`src/rtl/seq_alu_pkg.sv`:
```
// Shared ALU opcodes, flag bit positions and sequencer state encoding for seq_alu.
// Latency: n/a (declarations only).
// Backpressure: n/a.
package seq_alu_pkg;

  typedef enum logic [4:0] {
    FnA    = 5'd0,
    FnB    = 5'd1,
    FnADD  = 5'd2,
    FnADC  = 5'd3,
    FnSUB  = 5'd4,
    FnSUC  = 5'd5,
    FnNEG  = 5'd6,
    FnAND  = 5'd7,
    FnOR   = 5'd8,
    FnXOR  = 5'd9,
    FnNOT  = 5'd10,
    FnNAND = 5'd11,
    FnNOR  = 5'd12,
    FnLUI  = 5'd13,
    FnLLI  = 5'd14,
    FnLSL  = 5'd15,
    FnLSR  = 5'd16,
    FnASR  = 5'd17,
    FnMUL  = 5'd18
  } alu_functions_t;

  // Bit positions inside the 4-bit Flags vector
  localparam int FLAGS_Z = 0;
  localparam int FLAGS_C = 1;
  localparam int FLAGS_V = 2;
  localparam int FLAGS_N = 3;

  typedef enum logic [1:0] {
    IDLE   = 2'd0,
    EXEC   = 2'd1,
    SHIFT  = 2'd2,
    FINISH = 2'd3
  } seq_alu_state_t;

  // True for the three codes that walk through the SHIFT state bit by bit
  function automatic logic is_shift(input logic [4:0] f);
    return (f == FnLSL) || (f == FnLSR) || (f == FnASR);
  endfunction

endpackage

```
`src/rtl/seq_alu_addsub.sv`:
```
// Combinational WIDTH+1-bit adder with carry-in; sum, carry-out and signed overflow.
// Latency: 0 cycles (pure combinational).
// Backpressure: none.
module alu_addsub
  import seq_alu_pkg::*;
#(
  parameter int WIDTH = 16
) (
  input  logic [WIDTH-1:0] a,
  input  logic [WIDTH-1:0] b,
  input  logic             cin,
  output logic [WIDTH-1:0] sum,
  output logic             cout,
  output logic             ovf
);

  logic [WIDTH:0] full;

  // Overflow: operands share a sign and the result sign differs from it
  always_comb begin
    full = {1'b0, a} + {1'b0, b} + {{WIDTH{1'b0}}, cin};
    sum  = full[WIDTH-1:0];
    cout = full[WIDTH];
    ovf  = (a[WIDTH-1] == b[WIDTH-1]) && (full[WIDTH-1] != a[WIDTH-1]);
  end

endmodule

```
`src/rtl/seq_alu.sv`:
```
// Multi-cycle ALU with Start/Busy/Done handshake, bit-serial shifter, registered Z/C/V/N flags.
// Latency: Start edge t -> Done at t+2 (non-shift), t+2+k (shift by k), t+2+WIDTH (FnMUL).
// Backpressure: Start is sampled only while idle; Start during Busy is dropped. Optional FnMUL via SEQ_ALU_MUL_EN.
module seq_alu
  import seq_alu_pkg::*;
#(
  parameter int WIDTH = 16,
  parameter int SHW   = $clog2(WIDTH)
) (
  input  logic             Clock,
  input  logic             nReset,
  input  logic             Start,
  input  logic [4:0]       AluFunc,
  input  logic [WIDTH-1:0] A,
  input  logic [WIDTH-1:0] B,
  input  logic             FlagsEn,
  output logic [WIDTH-1:0] Result,
  output logic [3:0]       Flags,
  output logic             Busy,
  output logic             Done,
  output logic             Illegal
);

  seq_alu_state_t state, nstate;

  // Operands captured with Start
  logic [4:0]       func_q;
  logic [WIDTH-1:0] a_q, b_q;
  logic             fen_q, cin_q;

  // Working result and pending flag updates
  logic [WIDTH-1:0] work_q;
  logic             cw_q, vw_q, updc_q, updv_q, ill_q;
  logic [SHW:0]     cnt_q;

  // Architectural outputs
  logic [WIDTH-1:0] result_q;
  logic [3:0]       flags_q;
  logic             done_q, illegal_q;

  // Adder hookup
  logic [WIDTH-1:0] add_a, add_b, add_sum;
  logic             add_cin, add_c, add_v;

  // EXEC-stage decode results
  logic [WIDTH-1:0] ex_res;
  logic             ex_c, ex_v, ex_updc, ex_updv, ex_ill, ex_iter;
  logic [SHW:0]     ex_cnt;

  // One SHIFT-state iteration
  logic [WIDTH-1:0] sh_res;
  logic             sh_c;

`ifdef SEQ_ALU_MUL_EN
  logic [WIDTH-1:0] hi_q, sh_hi;
  logic [WIDTH:0]   mul_sum;
`endif

  assign Result  = result_q;
  assign Flags   = flags_q;
  assign Done    = done_q;
  assign Illegal = illegal_q;

  alu_addsub #(.WIDTH(WIDTH)) u_addsub (
    .a    (add_a),
    .b    (add_b),
    .cin  (add_cin),
    .sum  (add_sum),
    .cout (add_c),
    .ovf  (add_v)
  );

  // Adder operand selection: subtraction forms feed ~B (or ~A for NEG)
  always_comb begin
    add_a   = a_q;
    add_b   = b_q;
    add_cin = 1'b0;
    case (func_q)
      FnADC: add_cin = cin_q;
      FnSUB: begin add_b = ~b_q; add_cin = 1'b1;  end
      FnSUC: begin add_b = ~b_q; add_cin = cin_q; end
      FnNEG: begin add_a = '0; add_b = ~a_q; add_cin = 1'b1; end
      default: ;
    endcase
  end

  // Single-cycle result for each code, or the seed for an iterative one
  always_comb begin
    ex_res  = '0;
    ex_c    = 1'b0;
    ex_v    = 1'b0;
    ex_updc = 1'b0;
    ex_updv = 1'b0;
    ex_ill  = 1'b0;
    ex_iter = 1'b0;
    ex_cnt  = '0;
    case (func_q)
      FnADD, FnADC, FnSUB, FnSUC, FnNEG: begin
        ex_res  = add_sum;
        ex_c    = add_c;
        ex_v    = add_v;
        ex_updc = 1'b1;
        ex_updv = 1'b1;
      end
      FnA:    ex_res = a_q;
      FnB:    ex_res = b_q;
      FnAND:  ex_res = a_q & b_q;
      FnOR:   ex_res = a_q | b_q;
      FnXOR:  ex_res = a_q ^ b_q;
      FnNOT:  ex_res = ~a_q;
      FnNAND: ex_res = ~(a_q & b_q);
      FnNOR:  ex_res = ~(a_q | b_q);
      FnLUI:  ex_res = {b_q[WIDTH/2-1:0], a_q[WIDTH/2-1:0]};
      FnLLI:  ex_res = {a_q[WIDTH-1:WIDTH/2], b_q[WIDTH/2-1:0]};
      FnLSL, FnLSR, FnASR: begin
        // Shift by zero passes A through and leaves C alone
        ex_res  = a_q;
        ex_updv = 1'b1;
        ex_updc = (b_q[SHW-1:0] != '0);
        ex_iter = (b_q[SHW-1:0] != '0);
        ex_cnt  = {1'b0, b_q[SHW-1:0]};
      end
`ifdef SEQ_ALU_MUL_EN
      FnMUL: begin
        // Low product half starts as the multiplier B
        ex_res  = b_q;
        ex_updc = 1'b1;
        ex_updv = 1'b1;
        ex_iter = 1'b1;
        ex_cnt  = (SHW+1)'(WIDTH);
      end
`endif
      default: ex_ill = 1'b1;
    endcase
  end

  // One bit of shift (or one shift-add multiply step) per SHIFT cycle
  always_comb begin
    sh_res = work_q;
    sh_c   = cw_q;
`ifdef SEQ_ALU_MUL_EN
    sh_hi   = hi_q;
    mul_sum = {1'b0, hi_q} + (work_q[0] ? {1'b0, a_q} : {(WIDTH+1){1'b0}});
`endif
    case (func_q)
      FnLSL: begin sh_res = {work_q[WIDTH-2:0], 1'b0};            sh_c = work_q[WIDTH-1]; end
      FnLSR: begin sh_res = {1'b0, work_q[WIDTH-1:1]};            sh_c = work_q[0];       end
      FnASR: begin sh_res = {work_q[WIDTH-1], work_q[WIDTH-1:1]}; sh_c = work_q[0];       end
`ifdef SEQ_ALU_MUL_EN
      FnMUL: begin
        {sh_hi, sh_res} = {mul_sum, work_q[WIDTH-1:1]};
        sh_c            = |mul_sum[WIDTH:1];
      end
`endif
      default: ;
    endcase
  end

  // State register
  always_ff @(posedge Clock or negedge nReset) begin
    if (!nReset) state <= IDLE;
    else         state <= nstate;
  end

  // Next-state and Busy
  always_comb begin
    nstate = state;
    Busy   = 1'b0;
    case (state)
      IDLE:   if (Start) nstate = EXEC;
      EXEC:   begin Busy = 1'b1; nstate = ex_iter ? SHIFT : FINISH; end
      SHIFT:  begin Busy = 1'b1; if (cnt_q == (SHW+1)'(1)) nstate = FINISH; end
      FINISH: begin Busy = 1'b1; nstate = IDLE; end
      default: nstate = IDLE;
    endcase
  end

  // Capture, compute, iterate and commit; reset drops any in-flight op
  always_ff @(posedge Clock or negedge nReset) begin
    if (!nReset) begin
      func_q    <= '0;
      a_q       <= '0;
      b_q       <= '0;
      fen_q     <= 1'b0;
      cin_q     <= 1'b0;
      work_q    <= '0;
      cw_q      <= 1'b0;
      vw_q      <= 1'b0;
      updc_q    <= 1'b0;
      updv_q    <= 1'b0;
      ill_q     <= 1'b0;
      cnt_q     <= '0;
      result_q  <= '0;
      flags_q   <= '0;
      done_q    <= 1'b0;
      illegal_q <= 1'b0;
`ifdef SEQ_ALU_MUL_EN
      hi_q      <= '0;
`endif
    end else begin
      done_q    <= 1'b0;
      illegal_q <= 1'b0;
      case (state)
        IDLE: if (Start) begin
          func_q <= AluFunc;
          a_q    <= A;
          b_q    <= B;
          fen_q  <= FlagsEn;
          cin_q  <= flags_q[FLAGS_C];
        end
        EXEC: begin
          work_q <= ex_res;
          cw_q   <= ex_c;
          vw_q   <= ex_v;
          updc_q <= ex_updc;
          updv_q <= ex_updv;
          ill_q  <= ex_ill;
          cnt_q  <= ex_cnt;
`ifdef SEQ_ALU_MUL_EN
          hi_q   <= '0;
`endif
        end
        SHIFT: begin
          work_q <= sh_res;
          cw_q   <= sh_c;
          cnt_q  <= cnt_q - (SHW+1)'(1);
`ifdef SEQ_ALU_MUL_EN
          hi_q   <= sh_hi;
`endif
        end
        FINISH: begin
          done_q    <= 1'b1;
          illegal_q <= ill_q;
          result_q  <= ill_q ? '0 : work_q;
          if (fen_q && !ill_q) begin
            flags_q[FLAGS_Z] <= (work_q == '0);
            flags_q[FLAGS_N] <= work_q[WIDTH-1];
            if (updc_q) flags_q[FLAGS_C] <= cw_q;
            if (updv_q) flags_q[FLAGS_V] <= vw_q;
          end
        end
        default: ;
      endcase
    end
  end

endmodule

```
`config.mk`:
```
export PLATFORM = sky130hd
export DESIGN_NAME = seq_alu
export DESIGN_NICKNAME = d
export VERILOG_FILES = /design/src/rtl/seq_alu_pkg.sv /design/src/rtl/seq_alu_addsub.sv /design/src/rtl/seq_alu.sv
export SDC_FILE = /design/constraint.sdc
export NUM_CORES = 1
export LEC_CHECK = 0
export ABC_AREA = 1
export CAP_MARGIN = 20
export CORE_MARGIN = 3
export CORE_UTILIZATION = 55
export CTS_CLUSTER_SIZE = 20
export DETAILED_ROUTE_END_ITERATION = 10
export GPL_TIMING_DRIVEN = 0
export HOLD_SLACK_MARGIN = 0.05
export PLACE_DENSITY_LB_ADDON = 0.3
export SYNTH_ARGS = -nofsm -noshare
export SYNTH_HDL_FRONTEND = slang
export SYNTH_HIERARCHICAL = 1
export SYNTH_SLANG_ARGS = --single-unit
```
`constraint.sdc`:
```
create_clock -name Clock -period 3.4 [get_ports Clock]
set_input_delay 1.02 -clock Clock [delete_from_list [all_inputs] [get_ports Clock]]
set_output_delay 1.02 -clock Clock [all_outputs]
set_load 0.005 [all_outputs]
```
==> results.py <==
metrics = {
    "logic_synthesis": {
        "ys.flop_type": "dfrtp_1",
        "postSynthCellCount": 1074,
        "synth_top_cell_by_area": "dfrtp_1",
        "ys_types": 48,
        "netlist.area_leader.share_pct": 30.3,
        "synth_edf_count": 0,
        "postSynth.asyncResetShare_pct": 100,
        "ys_seq_area_share_pct": 30.3,
        "synth_area_leaders": "dfrtp_1 (30%), nand2_1 (12%), ha_1 (9.2%), nor2_1 (7.4%), inv_1 (7.2%)",
        "synth_nets": 1171,
        "yosysWarnings": 6,
        "syn-mean-instance-area_um2": 6.84,
        "ys_ff_latch": 89,
        "synthesis.area_mm2": 0.00734,
    },
    "detailed_routing": {
        "routed_wl_um": 24300,
        "drtIter0Drc": 1074,
        "drc": 0,
        "wl_per_cell_um": 18.3,
        "first_pass_iters": 6,
        "routed_via_density": 5.89,
        "vias": 7831,
        "ant_nets": 0,
    },
    "run_status": {
        "status": "completed",
    },
    "sta": {
        "tightest_slew_ns": 0.738,
        "hold_slack_ns": 0.465,
        "fmax_ghz": 0.303,
        "fin_crit_sh_pct": 97.0,
        "finalSetupTns_ns": 0,
        "slew_viol_final": 0,
        "fin_ws_ns": 0.102,
        "clock_skew_ns": 0.00846,
        "report.final.setup_viol": 0,
        "slew_headroom_pct": 50.8,
        "period_minus_slack_ns": 3.30,
        "hold_viol_final": 0,
    },
    "final_layout": {
        "drive_gt1_share_pct": 9.50,
        "nNetsFinal": 1251,
        "final_common_cell": "nand2_1",
        "stdcell_count": 1330,
        "layout_common_cells": "nand2_1 (226), nor2_1 (141), inv_1 (138)",
        "area_growth_syn_to_layout_pct": 17.8,
        "diodes": 0,
        "design_area_mm2": 0.00865,
        "fin_util_pct": 67.5,
    },
    "worst_setup_path": {
        "crit_chain": "buf_4 -> buf_2 -> nor2_2 -> nand2_4 -> inv_6 -> nor2_1 -> fa_2 -> fa_2 -> nand3_1 -> nand2_2 -> nand2_1 -> nand2_2 -> nand3_2 -> nand2_1 -> nand2_1 -> nand2_1 -> nand2_1 -> nand2_1 -> nor2_1 -> nand3_1 -> nand2_1 -> a21oi_1",
        "crit_slowest_cell": "fa_2",
        "slowest_delay_ns": 0.40,
        "critPathKind": "reg -> reg",
        "arrival_ns": 3.53,
        "path_buf_inv": 3,
        "required_ns": 3.64,
        "rr_worst_depth": 22,
        "r2r_start": "func_q[0]$_DFFE_PN0P_",
        "path_common_cell": "nand2_1",
        "worstSetupStartpointType": "flop",
        "critPathTopFamily": "simple AND/OR/NAND/NOR gates",
        "cp_max_fo": 10,
        "endpoint_kind": "flop",
        "r2r_slack_ns": 0.10,
        "rr_endpoint": "work_q[14]$_DFFE_PN0P_",
    },
    "clock_tree": {
        "clock-root-buffer": "clkbuf_16",
        "cts_tree": "yes",
        "numCtsBuffers": 9,
        "clockBufferDepth": 2,
        "cts.clk_slew.worst_paths_ns": 0.07,
        "clock_sinks": 89,
        "clkLatencyLatePin_ns": 0.35,
        "cts.hold.buffers_added": 0,
        "cts_max_level": 3,
    },
    "place": {
        "place_area_mm2": 0.00822,
        "placed_cells": 1310,
        "routabilityCongestion": 1.01,
        "dp_hpwl_um": 18100,
        "portBuffers": 63,
        "dp_slack_ns": -0.727,
    },
    "power": {
        "combPwrFrac_pct": 67.3,
        "intPower_mw": 4.50,
        "total_power_mw": 9.68,
        "p_leak_nw": 4.23,
        "powerDensity_mw_per_mm2": 1120,
        "irDropWorstVdd_mv": 0.707,
        "swShare_pct": 53.5,
        "power.switching_mw": 5.18,
        "power.share.clock_pct": 11.6,
        "pwr-share-seq_pct": 21.1,
    },
    "worst_hold_path": {
        "worstHoldPathType": "reg -> reg",
        "worstHoldEndpoint": "Illegal$_DFF_PN0_",
        "min_path_cells": 2,
        "hp-start": "ill_q$_DFFE_PN0P_",
    },
    "global_routing": {
        "grt_pass1_vias": 7262,
        "grt_max_degree": 66,
        "grt.total_usage_pct": 33.4,
        "antenna_found_initial": 0,
        "grt-ovfl-total": 0,
        "grt_first_pass_wirelength_um": 38200,
    },
    "die": {
        "fp.dieH_um": 122,
        "core_mm2": 0.0128,
        "fp.dieArea_mm2": 0.0148,
        "die_w_um": 122,
        "start_util_pct": 57.3,
        "io_pins": 64,
        "rows": 41,
    },
    "flow_run": {
        "drv_cap": 0,
    },
}
area by class of cell:
| cell class | instances | area [um2] |
|---|---|---|
| fill | 1181 | 4170 |
| inverter | 147 | 564 |
| sequential | 89 | 2230 |
| clock buffer | 11 | 243 |
| timing repair buffer | 70 | 704 |
| multi-input combinational | 787 | 4340 |
| clock inverter | 4 | 77.6 |
| tap | 172 | 215 |
| buffer | 50 | 279 |
how the worst max path moves through the flow:
stage	start	end	slack, ns	cells past startpoint
5_1_grt	func_q[3]$_DFFE_PN0P_	work_q[14]$_DFFE_PN0P_	-0.04	23
4_1_cts	func_q[0]$_DFFE_PN0P_	work_q[14]$_DFFE_PN0P_	0.04	22
2_1_floorplan	func_q[4]$_DFFE_PN0P_	work_q[14]$_DFFE_PN0P_	0.32	22
3_3_place_gp	nReset	a_q[8]$_DFFE_PN0P_	-1.96	1
6_report	func_q[0]$_DFFE_PN0P_	work_q[14]$_DFFE_PN0P_	0.10	22
3_5_place_dp	func_q[3]$_DFFE_PN0P_	work_q[14]$_DFFE_PN0P_	-0.73	22
power by group through the flow:
stage	logic [mW]	registers, mW	clock network (mW)
after detailed placement	6.18	2.04	0
final	6.52	2.05	1.12
after global placement	6.08	2.03	0
after global routing	7.17	2.10	1.16
after floorplan	4.43	1.91	0
after CTS	6.26	2.02	1.11
cell usage after synthesis (2+ instances only):
cell and number:
buf_1 4, fa_1 2, buf_2 21, nor2_1 144
nand2_1 227, inv_2 3, nor2_2 9, o21ai_0 37
o22ai_1 16, inv_1 141, clkinv_2 2, nand3_2 4
ha_1 54, clkbuf_1 16, nor4_1 7, buf_6 5
nand2_4 2, nand4_1 57, dfrtp_1 89, buf_4 5
nor2_4 2, o21bai_1 2, a21oi_2 3, o221ai_1 17
xor2_1 10, nand3_1 78, a21oi_1 83, a31oi_1 4
nor3_1 5, nand2_2 7
layer usage:
| layer | GRT usage [%] | routed length, um | vias up |
|---|---|---|---|
| met5 | 0 | 0 | - |
| met4 | 12.7 | 826 | 0 |
| met3 | 7.20 | 2420 | 80 |
| met2 | 53.7 | 11300 | 444 |
| met1 | 44.2 | 9820 | 3606 |
| li1 | - | - | 3701 |
state kept, by name, indices dropped and copies added, names as in the netlist:
register	flops
Done	1
Flags	4
Illegal	1
Result	16
a_q	16
b_q	16
cin_q	1
cnt_q	5
cw_q	1
fen_q	1
func_q	5
ill_q	1
state	2
updc_q	1
updv_q	1
vw_q	1
work_q	16
timing repair:
| item | CTS | global route |
|---|---|---|
| resized for setup | 12 | 20 |
| pin swaps | 2 | 3 |
| endpoints found under the setup margin | 17 | 6 |
| setup buffers | 5 | 1 |
cells by family after synthesis:
kind of cell    count (synthesis)  share of synthesized area (%)
simple gates                  547                           33.4
buf+inv                       198                           11.3
compound gates                171                           13.5
flops                          89                           30.3
fa+ha+maj                      56                           9.74
xor+xnor                       12                           1.53
mux                             1                          0.153
tightest hold or removal path, delay by kind of cell, from the launching register on:
| kind | cells | cell delay (ns) |
|---|---|---|
| flops | 1 | 0.35 |
| buf+inv | 1 | 0.04 |
| simple gates | 1 | 0.05 |
Note: power is estimated with default switching activity, not from simulation.
